## config.mk

```make
export PLATFORM = sky130hd
export DESIGN_NAME = instr_fetch
export DESIGN_NICKNAME = d
export VERILOG_FILES = /design/src/rtl/instr_fetch.sv
export SDC_FILE = /design/constraint.sdc
export NUM_CORES = 1
export LEC_CHECK = 0
export CAP_MARGIN = 15
export CORE_MARGIN = 2
export CORE_UTILIZATION = 60
export CTS_BUF_LIST = sky130_fd_sc_hd__clkbuf_8
export DETAILED_ROUTE_END_ITERATION = 7
export DONT_BUFFER_PORTS = 1
export PLACE_DENSITY = 0.85
export SYNTH_ARGS = -nofsm -noshare
export SYNTH_HDL_FRONTEND = slang
export SYNTH_SLANG_ARGS = --single-unit
```

## constraint.sdc

```tcl
create_clock -name clk -period 10.3 [get_ports clk]
set_input_delay 2.06 -clock clk [delete_from_list [all_inputs] [get_ports clk]]
set_output_delay 2.06 -clock clk [all_outputs]
set_load 0.005 [all_outputs]
```

## src/rtl/instr_fetch.sv

```systemverilog
// Fetch stage: owns the fetch PC, issues in-order instruction reads and
// buffers responses as {pc, instr, fault} entries for the instruction queue.
module instr_fetch #(
  parameter int unsigned     XLEN         = 64,
  parameter logic [XLEN-1:0] RESET_PC     = 64'h8000_0000,
  parameter int unsigned     MAX_INFLIGHT = 2
) (
  input  logic             clk,
  input  logic             rst,
  output logic             mem_req_valid,
  input  logic             mem_req_ready,
  output logic [XLEN-1:0]  mem_req_addr,
  input  logic             mem_resp_valid,
  input  logic [31:0]      mem_resp_data,
  input  logic             mem_resp_err,
  input  logic             redirect_valid,
  input  logic [XLEN-1:0]  redirect_pc,
  output logic             out_valid,
  input  logic             out_ready,
  output logic [XLEN+33:0] out_data
);

  localparam int unsigned DW = XLEN + 34;
  localparam int unsigned AW =
    (MAX_INFLIGHT > 1) ? $clog2(MAX_INFLIGHT) : 1;
  localparam int unsigned CW = $clog2(MAX_INFLIGHT + 1);

  typedef enum logic {
    S_RUN,
    S_FAULT
  } state_e;

  state_e state_q, state_d;

  logic [XLEN-1:0] pc_q;
  logic [CW-1:0]   inflight_q;
  logic [CW-1:0]   drop_q;
  logic            boot_q;
  logic            mis_q;

  logic [DW-1:0]   buf_q [MAX_INFLIGHT];
  logic [AW-1:0]   bhead_q;
  logic [AW-1:0]   btail_q;
  logic [CW-1:0]   bcnt_q;

  logic [XLEN-1:0] pcq_q [MAX_INFLIGHT];
  logic [AW-1:0]   phead_q;
  logic [AW-1:0]   ptail_q;

  logic            req_fire;
  logic            resp_keep;
  logic            mis_push;
  logic            push;
  logic            pop;
  logic            credit_ok;
  logic [DW-1:0]   push_data;

  function automatic logic [AW-1:0] inc(input logic [AW-1:0] p);
    return (p == AW'(MAX_INFLIGHT - 1)) ? '0 : p + AW'(1);
  endfunction

  assign credit_ok =
    ({1'b0, inflight_q} + {1'b0, bcnt_q}) < (CW+1)'(MAX_INFLIGHT);

  assign req_fire = mem_req_valid && mem_req_ready;

  // Responses are kept only when not owed to a past redirect and not faulted.
  assign resp_keep = mem_resp_valid && !redirect_valid
                  && (drop_q == '0) && (state_q == S_RUN);
  assign mis_push  = mis_q && !redirect_valid;
  assign push      = resp_keep || mis_push;
  assign pop       = out_valid && out_ready && !redirect_valid;

  assign push_data = mis_push
    ? {pc_q, 32'b0, 2'b01}
    : {pcq_q[phead_q], mem_resp_data, mem_resp_err, 1'b0};

  always_ff @(posedge clk) begin
    if (rst) state_q <= S_RUN;
    else     state_q <= state_d;
  end

  // A fault entry stops fetching as soon as it is buffered.
  always_comb begin
    state_d = state_q;
    if (redirect_valid) begin
      state_d = (redirect_pc[1:0] != 2'b00) ? S_FAULT : S_RUN;
    end else if (resp_keep && mem_resp_err) begin
      state_d = S_FAULT;
    end
  end

  always_comb begin
    mem_req_valid = !rst && !boot_q && (state_q == S_RUN)
                 && !redirect_valid && credit_ok;
    mem_req_addr  = pc_q;
    out_valid     = !rst && (bcnt_q != '0);
    out_data      = buf_q[bhead_q];
  end

  always_ff @(posedge clk) begin
    if (rst) begin
      pc_q       <= RESET_PC;
      inflight_q <= '0;
      drop_q     <= '0;
      boot_q     <= 1'b1;
      mis_q      <= 1'b0;
      bhead_q    <= '0;
      btail_q    <= '0;
      bcnt_q     <= '0;
      phead_q    <= '0;
      ptail_q    <= '0;
    end else begin
      boot_q     <= 1'b0;
      inflight_q <= inflight_q + CW'(req_fire) - CW'(mem_resp_valid);
      mis_q      <= redirect_valid && (redirect_pc[1:0] != 2'b00);

      // Every response still outstanding after a redirect is stale.
      if (redirect_valid) begin
        drop_q <= inflight_q - CW'(mem_resp_valid);
      end else if (mem_resp_valid && (drop_q != '0)) begin
        drop_q <= drop_q - CW'(1);
      end

      if (redirect_valid) pc_q <= redirect_pc;
      else if (req_fire)  pc_q <= pc_q + XLEN'(4);

      if (req_fire)       ptail_q <= inc(ptail_q);
      if (mem_resp_valid) phead_q <= inc(phead_q);

      if (redirect_valid) begin
        bhead_q <= '0;
        btail_q <= '0;
        bcnt_q  <= '0;
      end else begin
        if (push) btail_q <= inc(btail_q);
        if (pop)  bhead_q <= inc(bhead_q);
        bcnt_q <= bcnt_q + CW'(push) - CW'(pop);
      end
    end
  end

  always_ff @(posedge clk) begin
    if (req_fire) pcq_q[ptail_q] <= pc_q;
    if (push && !rst) buf_q[btail_q] <= push_data;
  end

endmodule

```

* Word-level counts from Yosys, hierarchy flattened
Memories as Yosys holds them, arrays and structs flattened. A register that Yosys moved wholly into a read port is not among the register bits.
Cells that the tools add are included.
** Storage, ports and cells
- Bits in writable memories :: 324
- Logic and storage cells :: 76
- Memories kept :: 2
- Input port bits :: 103
- Output and inout port bits :: 164
- Register bits after elaboration :: 77
** Memory list
- buf_q :: depth 2, bits a word 98, read ports 1, clocked after Yosys merged registers in 1, write ports 1, RTL line 41 : logic [DW-1:0] buf_q [MAX_INFLIGHT];
- pcq_q :: depth 2, bits a word 64, read ports 1, clocked after Yosys merged registers in 1, write ports 1, RTL line 46 : logic [XLEN-1:0] pcq_q [MAX_INFLIGHT];
** Cells by class
- Magnitude comparators :: 1
- Reductions and logical operators :: 28
- Mux-type cells :: 21
- Bitwise logic cells :: 1
- $add $sub $neg :: 12
** Operator list (count)
- 64-bit 2-to-1 mux :: 2
- 98-bit 2-to-1 mux :: 1
- 64-bit by 3-bit adder with 64-bit output, second input constant :: 1
- 1-bit logical AND :: 16
- 1-bit 2-to-1 mux :: 16
- 2-bit nonzero test :: 6
- 2-bit by 1-bit subtractor with 2-bit output :: 3
- 1-bit adder, second input constant :: 4
- 2-bit by 1-bit adder with 2-bit output :: 2
- 2-bit 2-to-1 mux :: 2
- 2-bit by 2-bit adder with 3-bit output :: 1
- 1-bit zero test :: 3
- 3-bit by 2-bit less-than comparator with 1-bit output, second input constant :: 1
- 2-bit zero test :: 1
- 2-bit OR reduction :: 1
- 2-bit by 1-bit subtractor with 2-bit output, second input constant :: 1
- 1-bit logical OR :: 1
- 1-bit inverter :: 1

* Logic depth before layout (Yosys ltp)
Gate-level depths: netlist of run 1.
- Depth in word-level cells :: 8
- Gate-level depth with buffers :: 12
- Depth with buffers taken out :: 11

* Worst setup path before layout of run 1
OpenSTA, ideal clock, no wires.
- Path kind :: input to register
- Start :: input redirect_valid
- End :: memory buf_q[1][0] in the netlist's numbering, enable pin
- Stages on the path :: 5
- Setup time :: 0.695 ns
- Data required time :: 9.605 ns
- Data arrival time :: 9.890 ns
- Path slack :: -0.285 ns
- Buffers on the path :: 2
- Path through :: clkbuf_1 inv_1 buf_2 o21ai_0 nor3b_1
** Between the ends
- Word-level cells in the longest chain between the ends :: 8
- Elaborated cells on any way between the ends :: 9
- Those cells by class :: 2 x mux; 7 x reduce/logical
** RTL lines
- from (decl) :: RTL line 16 : input logic redirect_valid,
- 1-bit zero test (*) :: RTL line 68, 70
- 1-bit logical AND :: RTL line 68 : assign resp_keep = mem_resp_valid && !redirect_valid
- 1-bit logical AND (2 in series) :: RTL line 69 : && (drop_q == '0) && (state_q == S_RUN);
- 1-bit logical OR (*) :: RTL line 71 : assign push = resp_keep || mis_push;
- 1-bit logical AND (*) :: RTL line 145 : if (push && !rst) buf_q[btail_q] <= push_data;
- 1-bit 2-to-1 mux (*) :: RTL line 145
- 1-bit 2-to-1 mux (not written as such) (*) :: RTL line 145
- to (decl) :: RTL line 41
Every way passes the cells marked *; elsewhere a longest branch is shown, timed or not.

* Worst setup path after layout of run 1
- Start :: input redirect_valid
- End :: output mem_req_valid
** Between the ends
- Word-level cells in the longest chain between the ends :: 3
** RTL lines
- 1-bit zero test :: RTL line 95 : && !redirect_valid && credit_ok;
- 1-bit logical AND (2 in series) :: RTL line 95
- to (decl) :: RTL line 10 : output logic mem_req_valid,
No other way between the ends.

==> results of run 1 <==
[Yosys cell counts, types with 19 or more instances]
library cell / n
edfxtp_1: 324
nand2_1: 118
mux2_2: 98
dfxtp_1: 79
o21ai_0: 76
mux2i_1: 69
nor2_1: 60
clkbuf_1: 47
nand3_1: 42
nor2b_1: 36
nand4_1: 31
a31oi_1: 19
[logic make-up after synthesis]
group	synth area share, %
adders and majority gates	0.626
and+or+nand+nor	12.6
DFF	65.8
xor gates and xnor gates	1.48
buffers and inverters	2.02
AOI/OAI and AO/OA	7.01
muxes	10.4
[metrics by stage]
stage                     utilization, %  hold WS [ns]  worst slack [ns]
after floorplan                        -         0.466             0.208
after global placement              62.4         0.484              5.55
after detailed placement            62.4         0.489              5.42
after CTS                           66.8         0.504              5.54
after global routing                66.9         0.531              5.49
final                               66.9         0.502              5.55
[flip-flops by register name (all words and copies together) (netlist names), named ones only]
signal,flops
state_q,1
bhead_q,1
mem_req_addr,64
bcnt_q,2
phead_q,1
inflight_q,2
pcq_q,128
mis_q,1
ptail_q,1
btail_q,1
buf_q,196
boot_q,1
drop_q,2
[tightest hold or removal path, cell delays in order (launching register included)]
cell and delay, ns:
dfxtp_1 0.32, xor2_1 0.08, nor2_1 0.07
[power by group through the flow]
stage / Sequential (mW) / Combinational (mW) / Clock [mW]
after global placement: 1.92 / 0.155 / 0
after CTS: 1.89 / 0.163 / 1.29
final: 1.89 / 0.164 / 1.27
after floorplan: 1.88 / 0.145 / 0
after detailed placement: 1.92 / 0.162 / 0
after global routing: 1.89 / 0.181 / 1.36
[final timing paths]
path / slack, ns / to / cells past startpoint / startpoint
max: 5.55 / mem_req_valid / 2 / redirect_valid
min: 0.50 / flip-flop / 2 / bhead_q$_SDFFE_PP0P_
max reg2reg: 6.33 / pcq_q[0][53]$_DFFE_PP_ / 8 / bcnt_q[0]$_SDFF_PP0_
min reg2reg: 0.50 / flip-flop / 2 / bhead_q$_SDFFE_PP0P_
[metal layers]
metal / part of all wire (%) / vias up / wire length [um] / GRT usage (%)
met3: 9.7 / 105 / 3940 / 8.03
met4: 3.3 / 0 / 1330 / 11.5
met1: 38 / 5337 / 15600 / 33.4
li1: - / 4952 / - / -
met2: 49 / 576 / 19900 / 42.7
met5: 0 / - / 0 / 0
[final cells by class]
class,count,share of cell area [%]
sequential,403,60.4
multi-input combinational,794,29.7
clock buffer,70,5.14
tap,378,2.53
clock inverter,52,1.34
timing repair buffer,10,0.401
inverter,18,0.361
antenna,10,0.134
==> metrics.md, run 1 <==
| Metric | Value |
|---|---|
| Status | `complete, no violations` |
| Fmax achieved | `210 MHz` |
| Max_cap viols | `0` |
| Combinational share of power | `4.9%` |
| Net Sw Frac | `23.4%` |
| P_leak | `6.14 nW` |
| Total GRT Usage | `26.5%` |
| Design Power | `3.32 mW` |
| Pwr/cell area | `177 nW/um^2` |
| Yosys top cell area share | `56.6%` |
| Crit-path max FO | `48` |
| Number of enable flip-flop cells after synthesis | `324` |
| Drc violations | `0` |
| P_int | `2.54 mW` |
| CTS root buf | `clkbuf_8` |
| HP Class | `reg -> reg` |
| CTS resizes | `0` |
| Sw power | `0.778 mW` |
| Critical Path AT | `2.69 ns` |
| Final Cell Area | `18,700 sq um` |
| H-tree depth | `3` |
| Non-Filler Instances | `1,735` |
| Final Hold Fails | `0` |
| Syn. warnings | `0` |
| Clock tree buffer depth | `3` |
| Inserted Clock Buffers | `66` |
| Most frequent cells in the layout | `324 x edfxtp_1, 118 x nand2_1, 98 x mux2_2, 77 x dfxtp_1, 76 x o21ai_0` |
| ANT nets after route | `0` |
| Critical Path RT | `8.24 ns` |
| Seq/Total Area, Yosys | `65.8%` |
| Fin Setup TNS | `0 ns` |
| WP buf/inv | `0` |
| Wirelength, routed | `40.8 mm` |
| Multi-input logic area | `5560 sq um` |
| Die Wd | `173 um` |
| RSZ-0062 raised after global routing | `false` |
| Post-DP HPWL | `26.2 mm` |
| Tcrit/Tclk final | `46.1%` |
| Ratio of cells with drive above 1 in the final layout | `16.1%` |
| Std-Cell Rows | `61` |
| #FFs+latches synth | `403` |
| Clock Sinks | `403` |
| CTS tree | `yes` |
| Critical path's slowest cell | `or2_2` |
| Maximum single-stage delay on the critical path | `0.40 ns` |
| CP startpoint kind | `primary input` |
| Top Family by Delay on Critical Path | `simple AND/OR/NAND/NOR gates` |
| Seq. cell area | `11,300 sq um` |
| Initial core utilization | `61.3%` |
| Flop pwr share | `56.9%` |
| Largest net degree at the start of global routing | `85` |
| Syn nets | `1,394` |
| Worst Tran Pin Value | `1.21 ns` |
| Clock-pin slew on the worst setup and hold paths | `0.06 ns` |
| Clk_lat worst skew | `0.58 ns` |
| Critical path class | `in -> out` |
| IO Pins | `267` |
| Primary FF master, synth | `edfxtp_1` |
| Drt pass-1 iters | `8` |
| Max-slew headroom | `19.3%` |
| Syn_area_per_cell | `13.4 sq um` |
| Drt wl/cell | `23.5 um` |
| Share of synthesized registers carrying an async set or reset | `0%` |
| Yosys cell types | `66` |
| Area growth syn-to-layout | `9.01%` |
| Maximum VDD drop | `121 uV` |
| Final Critical Period | `4.75 ns` |
| Cell taking the most area after synthesis | `edfxtp_1` |
| Gpl congestion | `0.894` |
| Setup Viol. Count Final | `0` |
| Leading cell type in the layout, fill and taps excluded | `edfxtp_1` |
| Via Count | `11,000` |
| Cells after synthesis | `1,283` |
| Post-CTS setup buffers | `0` |
| Final nets | `1,404` |
| Die Y-Extent | `173 um` |
| Mapped Area | `17,200 sq um` |
| Worst-path cell chain | `or2_2 > nor2_1` |
| Vias per cell | `6.32` |
| Clk network pwr share | `38.2%` |
| First-pass GRT wire length | `61.5 mm` |
| Vias in the first global route | `10,600` |
| Placed cell count | `1,603` |
| IO Port Bufs | `0` |
| Initial antenna violation count | `9` |
| Max Slew Vio Count | `0` |
| Core ar. | `28,000 sq um` |
| Die ar. | `30,000 sq um` |
| # hold bufs at CTS | `0` |
| CP endpoint kind | `output port` |
| DR iter-0 viols | `1,005` |
| FILL cells | `2,047` |
| Clock skew | `0.0180 ns` |
| Gr ovfl total | `0` |
| Largest cells by area after synthesis | `edfxtp_1 57%, dfxtp_1 9.2%, mux2_2 6.4%` |
| Placed inst area | `17,500 sq um` |
(Power assumes the default switching activity.)
==> inputs of run 2 (changes only) <==
--- a/config.mk
+++ b/config.mk
@@ -7,11 +7,11 @@
 export LEC_CHECK = 0
 export CAP_MARGIN = 15
 export CORE_MARGIN = 2
-export CORE_UTILIZATION = 60
+export CORE_UTILIZATION = 61
 export CTS_BUF_LIST = sky130_fd_sc_hd__clkbuf_8
 export DETAILED_ROUTE_END_ITERATION = 7
 export DONT_BUFFER_PORTS = 1
-export PLACE_DENSITY = 0.85
+export PLACE_DENSITY = 0.83
 export SYNTH_ARGS = -nofsm -noshare
 export SYNTH_HDL_FRONTEND = slang
 export SYNTH_SLANG_ARGS = --single-unit
==> constraint.sdc (replaced) <==
create_clock -name clk -period 5 [get_ports clk]
set_input_delay 1 -clock clk [delete_from_list [all_inputs] [get_ports clk]]
set_output_delay 1 -clock clk [all_outputs]
set_load 0.005 [all_outputs]
==> run 2 against run 1 <==
  * Routed wire length shrank 1.6%
  * Utilization grew 0.69 points
  * Clock power grew 110%
  * Largest power group unchanged
  * Combinational power grew 110%
  * Worst setup slack lost 4.2 ns
  * Die area shrank 1.6%
  * First-iteration DRC count grew 5.3%
  * Sequential share of layout area shrank 0.12 points
==> metrics.md, run 2 (same netlist as run 1, synthesis figures left out) <==
| Metric | Value |
|---|---|
| Final nets | `1,401` |
| Initial core utilization | `61.8%` |
| Maximum VDD drop | `222 uV` |
| CTS resizes | `0` |
| Initial antenna violation count | `5` |
| CTS root buf | `clkbuf_8` |
| Largest net degree at the start of global routing | `88` |
| WP buf/inv | `1` |
| Placed inst area | `17,500 sq um` |
| Clock-pin slew on the worst setup and hold paths | `0.06 ns` |
| Clock skew | `0.0274 ns` |
| Gpl congestion | `0.903` |
| Crit-path max FO | `64` |
| Maximum single-stage delay on the critical path | `0.95 ns` |
| Drt wl/cell | `23.2 um` |
| CP endpoint kind | `output port` |
| Post-CTS setup buffers | `0` |
| Critical path's slowest cell | `dfxtp_4` |
| Worst Tran Pin Value | `1.02 ns` |
| Core ar. | `27,800 sq um` |
| Die Y-Extent | `172 um` |
| RSZ-0062 raised after global routing | `false` |
| Clock tree buffer depth | `3` |
| Via Count | `10,900` |
| Die ar. | `29,500 sq um` |
| IO Pins | `267` |
| Max reg flops | `196` |
| P_leak | `6.15 nW` |
| Total GRT Usage | `26.3%` |
| Drt pass-1 iters | `5` |
| H-tree depth | `2` |
| Vias in the first global route | `10,600` |
| Drc violations | `0` |
| Post-layout util | `67.6%` |
| Setup Viol. Count Final | `0` |
| CTS tree | `yes` |
| Vias per cell | `6.35` |
| Tcrit/Tclk final | `72.1%` |
| Gr ovfl total | `0` |
| Std-Cell Rows | `61` |
| Pwr/cell area | `366 nW/um^2` |
| Design Power | `6.86 mW` |
| IO Port Bufs | `0` |
| Final Cell Area | `18,800 sq um` |
| CP startpoint kind | `flip-flop` |
| Area growth syn-to-layout | `9.23%` |
| Inserted Clock Buffers | `61` |
| # hold bufs at CTS | `0` |
| Die Wd | `172 um` |
| Critical Path AT | `2.60 ns` |
| Leading cell type in the layout, fill and taps excluded | `edfxtp_1` |
| Post-DP HPWL | `26.0 mm` |
| Worst-path cell chain | `buf_4 > mux2_2` |
| Largest Register | `buf_q` |
| Final Hold Fails | `0` |
| Fmax achieved | `277 MHz` |
| Max-slew headroom | `31.9%` |
| HP Class | `in -> reg` |
| Wirelength, routed | `40.1 mm` |
| Max_cap viols | `0` |
| Clock Sinks | `403` |
| Critical Path RT | `4.00 ns` |
| Clk_lat worst skew | `0.62 ns` |
| DR iter-0 viols | `1,058` |
| Max Slew Vio Count | `0` |
| Top Family by Delay on Critical Path | `flip-flops` |
| Place WS | `1.72 ns` |
| Critical path class | `reg -> out` |
| Fin Setup TNS | `0 ns` |
| Setup WS post-layout | `1.40 ns` |
| Ratio of cells with drive above 1 in the final layout | `16.1%` |
| ANT nets after route | `0` |
| Most frequent cells in the layout | `324 x edfxtp_1, 118 x nand2_1, 98 x mux2_2, 77 x dfxtp_1, 76 x o21ai_0` |
| Final Critical Period | `3.60 ns` |
| First-pass GRT wire length | `59.1 mm` |
| Status | `complete, no violations` |
run 2: through the flow:
step,std cells,hold slack [ns]
after floorplan,1283,0.466
after global placement,1605,0.486
after detailed placement,1605,0.503
after CTS,1719,0.400
after global routing,1724,0.420
final,1725,0.447
run 2: path summary, 6_finish.rpt:
check,endpoint,cells past startpoint,startpoint,slack [ns]
setup / recovery,out_data[29],2,flip-flop,1.40
hold / removal,boot_q$_DFF_P_,0,rst,0.45
setup reg to reg,pcq_q[1][37]$_DFFE_PP_,6,bcnt_q[0]$_SDFF_PP0_,1.70
hold reg to reg,phead_q$_SDFFE_PP0P_,2,phead_q$_SDFFE_PP0P_,0.51
run 2: area by class of cell:
| type | instances | area [sq um] |
|---|---|---|
| sequential | 403 | 11300 |
| fill | 1949 | 9010 |
| multi-input combinational | 794 | 5560 |
| clock buffer | 67 | 922 |
| tap | 378 | 473 |
| clock inverter | 47 | 293 |
| timing repair buffer | 12 | 115 |
| inverter | 18 | 67.6 |
| antenna | 6 | 15.0 |
run 2: power breakdown:
part	leakage, nW	switching [mW]	internal [mW]
clock network	0.714	1.21	1.43
logic	1.82	0.207	0.145
registers	3.61	0.136	3.73
total	6.15	1.55	5.31
run 2: routing by layer:
metal  track usage (%)  routed length [um]  share of wire [%]  vias to the layer above
li1                  -                   -                  -                     4927
met3              7.59                4070                 10                      111
met4              12.9                1650                4.1                        0
met5                 0                   0                  0                        -
met2              42.8               19100                 48                      563
met1              32.4               15300                 38                     5348
==> inputs of run 3 (changes only) <==
--- a/config.mk
+++ b/config.mk
@@ -7,11 +7,11 @@
 export LEC_CHECK = 0
 export CAP_MARGIN = 15
 export CORE_MARGIN = 2
-export CORE_UTILIZATION = 61
+export CORE_UTILIZATION = 60
 export CTS_BUF_LIST = sky130_fd_sc_hd__clkbuf_8
 export DETAILED_ROUTE_END_ITERATION = 7
 export DONT_BUFFER_PORTS = 1
-export PLACE_DENSITY = 0.83
+export PLACE_DENSITY = 0.85
 export SYNTH_ARGS = -nofsm -noshare
 export SYNTH_HDL_FRONTEND = slang
 export SYNTH_SLANG_ARGS = --single-unit
==> constraint.sdc (replaced) <==
create_clock -name clk -period 3.17 [get_ports clk]
set_input_delay 0.634 -clock clk [delete_from_list [all_inputs] [get_ports clk]]
set_output_delay 0.634 -clock clk [all_outputs]
set_load 0.005 [all_outputs]
==> run 3 against run 2 <==
  * First-iteration DRC count rose by 18%
  * Sequential cell count stayed put
  * Clock skew fell by 0.011 ns
  * Routed wire length rose by 4.9%
  * Largest cell class unchanged
  * Highest routed layer is now met5
  * Via count increased by 2.0%
==> metrics.md, run 3 (same netlist as run 1, synthesis figures left out) <==
| Metric | Value |
|---|---|
| Clock skew | `0.0160 ns` |
| Critical Path RT | `3.67 ns` |
| Tcrit/Tclk final | `95.3%` |
| Worst Tran Pin Value | `0.834 ns` |
| Crit-path max FO | `12` |
| First-pass GRT wire length | `64.4 mm` |
| CTS root buf | `clkbuf_8` |
| Status | `complete, no violations` |
| Largest net degree at the start of global routing | `118` |
| Final nets | `1,432` |
| Fmax achieved | `331 MHz` |
| H-tree depth | `2` |
| Final Critical Period | `3.02 ns` |
| Reg-to-Reg End | `mem_req_addr[54]$_SDFFE_PP0P_` |
| Design Power | `10.8 mW` |
| R2R cell count | `7` |
| Reg2reg setup slack | `0.15 ns` |
| Most used routing layer in global routing | `met2` |
| Vias in the first global route | `11,200` |
| Met2 global-route usage | `43.9%` |
| Die Y-Extent | `173 um` |
| DR iter-0 viols | `1,253` |
| Inserted Clock Buffers | `61` |
| CP startpoint kind | `flip-flop` |
| Post-CTS setup buffers | `0` |
| Clock Sinks | `403` |
| Place WS | `0.192 ns` |
| Initial core utilization | `61.3%` |
| Core ar. | `28,000 sq um` |
| Via Count | `11,200` |
| IO Port Bufs | `0` |
| Max-slew headroom | `44.4%` |
| Hold Path Sink | `boot_q$_DFF_P_` |
| Hold path cells | `0` |
| Max_cap viols | `0` |
| Drt pass-1 iters | `6` |
| P_leak | `6.30 nW` |
| Drc violations | `0` |
| Wirelength, routed | `42.0 mm` |
| Post-DP HPWL | `27.5 mm` |
| Pwr/cell area | `566 nW/um^2` |
| Critical Path AT | `3.52 ns` |
| Gpl congestion | `0.911` |
| Clock-pin slew on the worst setup and hold paths | `0.07 ns` |
| # hold bufs at CTS | `0` |
| Reg-to-Reg Start | `bcnt_q[0]$_SDFF_PP0_` |
| Final Hold Fails | `0` |
| Placed cell count | `1,636` |
| Leading cell type in the layout, fill and taps excluded | `edfxtp_1` |
| Non-Filler Instances | `1,754` |
| Area growth syn-to-layout | `10.8%` |
| Die ar. | `30,000 sq um` |
| CTS tree | `yes` |
| RSZ-0062 raised after global routing | `false` |
| Vias per cell | `6.37` |
| Met3 usage | `7.70%` |
| CTS resizes | `0` |
| Die Wd | `173 um` |
| Max reg flops | `196` |
| Critical path class | `reg -> reg` |
| Initial antenna violation count | `5` |
| Clk_lat worst skew | `0.62 ns` |
| Gr ovfl total | `0` |
| Ratio of cells with drive above 1 in the final layout | `18.5%` |
| IO Pins | `267` |
| Setup WS post-layout | `0.150 ns` |
| Total GRT Usage | `27.7%` |
| ANT nets after route | `0` |
| Max Slew Vio Count | `0` |
| Most frequent cells in the layout | `324 x edfxtp_1, 118 x nand2_1, 98 x mux2_2, 75 x o21ai_0, 75 x dfxtp_1` |
| Largest Register | `buf_q` |
| CP endpoint kind | `flip-flop` |
| Min-delay src | `rst` |
| Drt wl/cell | `24.0 um` |
| Setup Viol. Count Final | `0` |
| Maximum VDD drop | `392 uV` |
| Std-Cell Rows | `61` |
| Routing usage on met1 | `35.3%` |
| Clock tree buffer depth | `3` |
| HP Class | `in -> reg` |
## run 3: layout make-up
type | instances | area (sq um)
Sequential cell | 403 | 11300
Antenna cell | 4 | 10.0
Clock inverter | 47 | 254
Fill cell | 1966 | 8980
Clock buffer | 67 | 922
Multi-Input combinational cell | 794 | 5580
Timing Repair Buffer | 43 | 398
Tap cell | 378 | 473
Inverter | 18 | 75.1
## run 3: critical path, cell delays in order, from the launching register on
cell and delay, ns:
dfxtp_2 0.35, and2_4 0.15, fa_2 0.44, or4_4 0.58, or4b_4 0.59, nor4_4 0.45
and4_1 0.29, nor3_2 0.05
## run 3: worst max path at each step
| stage | to | cells after the start | slack, ns | startpoint |
|---|---|---|---|---|
| final | mem_req_addr[54]$_SDFFE_PP0P_ | 7 | 0.15 | bcnt_q[0]$_SDFF_PP0_ |
| after global routing | inflight_q[1]$_SDFF_PP0_ | 10 | 0.05 | bcnt_q[0]$_SDFF_PP0_ |
| after CTS | mem_req_valid | 4 | 0.15 | bcnt_q[0]$_SDFF_PP0_ |
| after detailed placement | inflight_q[0]$_SDFF_PP0_ | 9 | 0.19 | bcnt_q[0]$_SDFF_PP0_ |
| after global placement | inflight_q[1]$_SDFF_PP0_ | 10 | 0.26 | bcnt_q[0]$_SDFF_PP0_ |
| after floorplan | buf_q[1][0]$_DFFE_PP_ | 5 | -0.83 | redirect_valid |
## run 3: power breakdown
part / internal (mW) / switching, mW
sequential: 5.89 / 0.183
combinational: 0.258 / 0.379
clock: 2.11 / 1.95
## run 3: routing by layer
metal	share of wire [%]	vias to the layer above
li1	-	4980
met1	39	5444
met2	47	599
met3	9.3	143
met4	5.1	2
met5	0.019	-
## run 3: stage by stage
step                utilization (%)  hold slack [ns]  TNS [ns]  cell area [sq um]
floorplan                         -            0.466   -154.56              17300
global placement               63.7            0.489         0              17800
detailed placement             63.7            0.498         0              17800
CTS                            67.9           0.0458         0              19000
global route                   67.9           0.0313         0              19000
finish                         67.9           0.0505         0              19000
